$ cat config.mk
export PLATFORM = sky130hd
export DESIGN_NAME = wb_pipe_stage
export DESIGN_NICKNAME = d
export VERILOG_FILES = /design/src/rtl/wb_pipe_stage.sv
export SDC_FILE = /design/constraint.sdc
export NUM_CORES = 1
export LEC_CHECK = 0
export ABC_CLOCK_PERIOD_IN_PS = 4500
export CORE_AREA = 2 2 147 163
export DETAILED_ROUTE_END_ITERATION = 7
export DIE_AREA = 0 0 149 165
export DONT_BUFFER_PORTS = 1
export PLACE_DENSITY = 0.69
export SLEW_MARGIN = 10
export SYNTH_ARGS = -nofsm -noshare
export SYNTH_HDL_FRONTEND = slang
export SYNTH_SLANG_ARGS = --single-unit
$ cat constraint.sdc
create_clock -name clk -period 4.5 [get_ports clk]
set_input_delay 1.35 -clock clk [delete_from_list [all_inputs] [get_ports clk]]
set_output_delay 1.35 -clock clk [all_outputs]
set_load 0.05 [all_outputs]
$ cat src/rtl/wb_pipe_stage.sv
// wb_pipe_stage: valid/ready pipeline register with flush and an optional 2-entry skid buffer
module wb_pipe_stage #(
    parameter int                DATA_W      = 144,
    parameter logic [DATA_W-1:0] NOP_PAYLOAD = '0,
    parameter bit                SKID        = 1'b1
) (
    input  logic              clk,
    input  logic              reset,
    input  logic              flush,
    input  logic              in_valid,
    output logic              in_ready,
    input  logic [DATA_W-1:0] in_data,
    output logic              out_valid,
    input  logic              out_ready,
    output logic [DATA_W-1:0] out_data,
    output logic [1:0]        occupancy
);
    logic              m_vld_q, m_vld_d, s_vld_q, s_vld_d;
    logic [DATA_W-1:0] m_dat_q, m_dat_d, s_dat_q, s_dat_d;
    logic              accept, drain;

    // Entry registers; reset drops every held beat and restores the no-op payload
    always_ff @(posedge clk or negedge reset) begin
        if (!reset) begin
            m_vld_q <= 1'b0;
            s_vld_q <= 1'b0;
            m_dat_q <= NOP_PAYLOAD;
            s_dat_q <= NOP_PAYLOAD;
        end else begin
            m_vld_q <= m_vld_d;
            s_vld_q <= s_vld_d;
            m_dat_q <= m_dat_d;
            s_dat_q <= s_dat_d;
        end
    end

    // Next state: flush wins, then drain (refill M from S or input), then accept into M or S
    always_comb begin
        m_vld_d = m_vld_q;
        m_dat_d = m_dat_q;
        s_vld_d = s_vld_q;
        s_dat_d = s_dat_q;
        if (flush) begin
            m_vld_d = 1'b0;
            m_dat_d = NOP_PAYLOAD;
            s_vld_d = 1'b0;
            s_dat_d = NOP_PAYLOAD;
        end else if (drain) begin
            if (s_vld_q) begin
                m_dat_d = s_dat_q;
                s_vld_d = 1'b0;
                s_dat_d = NOP_PAYLOAD;
            end else if (accept) begin
                m_dat_d = in_data;
            end else begin
                m_vld_d = 1'b0;
                m_dat_d = NOP_PAYLOAD;
            end
        end else if (accept) begin
            if (!m_vld_q) begin
                m_vld_d = 1'b1;
                m_dat_d = in_data;
            end else if (SKID) begin
                s_vld_d = 1'b1;
                s_dat_d = in_data;
            end
        end
    end

    // Outputs: registered in_ready with the skid entry, pass-through ready without it
    always_comb begin
        in_ready  = SKID ? !s_vld_q : (!m_vld_q || out_ready);
        out_valid = m_vld_q;
        out_data  = m_vld_q ? m_dat_q : NOP_PAYLOAD;
        occupancy = 2'(m_vld_q) + 2'(s_vld_q);
        accept    = in_valid && in_ready;
        drain     = m_vld_q && out_ready;
    end
endmodule

==> results.md <==
- Status: finished clean
- CTS-repair resized insts: 0
- Post-Syn Nets: 1,287
- Worst hold start: m_dat_q[129]$_DFFE_PN0P_
- Post-synthesis compound-gate area fraction: 25.1%
- Worst skew pair latency: 0.54 ns
- Met1 usage: 36.3%
- Worst R2R End: s_dat_q[99]$_DFFE_PN0P_
- Total track usage: 24.5%
- Crit path max fanout: 124
- Met2 GRT Util: 35.9%
- Area growth syn-to-layout: 8.34%
- Vias in the first global route: 8,533
- CTS H-tree depth: 1
- Grt met3 use: 6.19%
- PortBufs: 0
- Worst slew pin tran: 1.09 ns
- Initial antenna violation count: 0
- Filler Cell Count: 1,935
- Final hold violations: 0
- P_leak: 6.07 nW
- First-pass GRT wire length: 48.7 mm
- Crit end category: primary output
- Critical R2R Launch: out_valid$_DFFE_PN0P_
- Row count: 58
- Max Clock Skew: 0.00819 ns
- Xor/xnor cell area share of the yosys netlist: 0%
- Antenna cells: 0
- VDD IR max: 271 uV
- RSZ-0062 raised after global routing: no
- Mux share of post-synthesis cell area: 0%
- Post-synthesis cell count: 1,137
- Post-CTS setup buffers: 0
- Layout cells sized above 1: 5.77%
- Fmax: 0.256 GHz
- Syn avg cell area: 10.9 sq um
- Most frequent cells in the layout: dfrtp_1 (289), nand2_1 (145), a22oi_1 (144), and2_1 (144), a22o_1 (144)
- Placed inst area: 0.0124 sq mm
- IO Count: 297
- GR peak layer: met1
- RD Place Congestion: 0.776
- Post-route ant nets: 0
- DPL Wire Length: 17.1 mm
- Per-cell routed wire length: 22.2 um
- Min Tclk post-route: 3.91 ns
- Clk slew on worst S/H paths: 0.06 ns
- 1st-iter DRT viols: 930
- DR vias/cell: 6.30
- Grt ovf: 0
- Post-synthesis register bit count: 290
- Chip Width: 149 um
- 1st-pass router iterations: 5
- Hold-fix buffers, CTS: 0
- CP startpoint kind: register
- Most common cell after layout, fill and taps aside: dfrtp_1
- Post-Layout Cell Count: 1,391
- Hold Path Depth: 2
- Max-slew violation count: 0
- CTS tree: yes
- Post-layout instance area: 0.0134 sq mm
- Slew headroom: 27.0%
- Crit share post-route: 86.9%
- Die height: 165 um
- TNS Setup: 0 ns
- FF-to-FF path depth: 4
- Simple-gate share of the synthesized area: 12.1%
- Core area: 0.0228 sq mm
- R2R setup slack: 1.79 ns
- Clock sinks: 290
- CP Data Required Time: 3.15 ns
- Nets: 1,222
- Cells after DPL: 1,340
- Total number of vias: 8,766
- Synth warnings: 0
- Hold WC Path Type: reg -> reg
- Crit path DAT: 2.56 ns
- Max Cap Viol: 0
- CTS buffer count: 30
- Total power draw: 5.90 mW
- PwrDens: 440 mW/mm^2
- Post-Route WL: 30.9 mm
- Hold Path End: m_dat_q[129]$_DFFE_PN0P_
- # setup viols final: 0
- CTS root buf: clkbuf_16
- Main combinational cell family by area after synthesis: compound AO/OA/AOI/OAI gates
- Unique masters post-synth: 23
- Adder-Cell Fraction of Synth Area: 0.101%
- Critical path class: reg -> out
- Die area: 0.0246 sq mm
- Number of remaining DRC errors: 0
- Bufs on Longest Clock Path: 3
- Initial core utilization: 54.3%
- Cell area after synthesis: 0.0124 sq mm
- Largest net degree at the start of global routing: 291
- Post-synthesis sequential area ratio: 58.6%
cell families after synthesis:
family,Yosys count
buffers and inverters,112
adders and majority gates,1
and+or+nand+nor,295
AOI/OAI and AO/OA,439
DFF,290
synth_stat cells (all sizes together):
cell    instances  area [sq um]
dfrtp         290          7260
o21ai         146           731
nand2         145           544
a22o          144          1260
a22oi         144          1080
and2          144           901
clkbuf         82           308
buf            28           186
a21oi           3          18.8
inv             2          7.51
a21boi          1          7.51
and3            1          6.26
ha              1          12.5
nand2b          1          13.8
nand3           1          5.00
nor4            1          12.5
o21a            1          7.51
or2             1          6.26
or3b            1          8.76
worst max-delay path, cell delays in order, from the launching register on:
cell and delay, ns:
dfrtp_4 1.09, buf_4 0.37, and2_1 0.49
report_power, final:
group	switching [mW]	internal, mW	total, mW
clock	0.982	1.45	2.44
combinational	0.431	0.155	0.587
sequential	0.112	2.76	2.87
per-stage QoR:
stage                     util, %  hold WS, ns  worst slack (ns)
final                        58.8        0.471             0.590
after global routing         58.8        0.484             0.417
after CTS                    58.8        0.476             0.543
after detailed placement     54.6        0.463              1.15
after global placement       54.6        0.454              1.22
after floorplan                 -        0.442              1.11
state kept, by name, summed over array words and instances (netlist names):
register,cells
m_dat_q,144
s_dat_q,144
out_valid,1
s_vld_q,1
layer usage:
layer	vias to the layer above	wire [um]
li1	3951	-
met1	4389	13000
met5	-	0
met3	65	2750
met4	0	921
met2	361	14200
cell type report:
type	count	area, sq um	share of cell area [%]
inverter	2	7.51	0.0560
tap	300	375	2.80
multi-input combinational	735	4660	34.8
timing repair buffer	13	135	1.01
clock buffer	49	933	6.96
clock inverter	2	35.0	0.261
sequential	290	7260	54.2
how the worst max path moves through the flow:
stage / start / end / slack, ns / cells after the start
2_1_floorplan: out_valid$_DFFE_PN0P_ / out_data[100] / 1.11 / 5
3_3_place_gp: out_valid$_DFFE_PN0P_ / out_data[52] / 1.22 / 2
3_5_place_dp: out_valid$_DFFE_PN0P_ / out_data[107] / 1.15 / 2
4_1_cts: out_valid$_DFFE_PN0P_ / out_data[84] / 0.54 / 2
5_1_grt: out_valid$_DFFE_PN0P_ / out_data[84] / 0.42 / 2
6_report: out_valid$_DFFE_PN0P_ / out_data[84] / 0.59 / 2
Power figures use the tool's default switching activity.
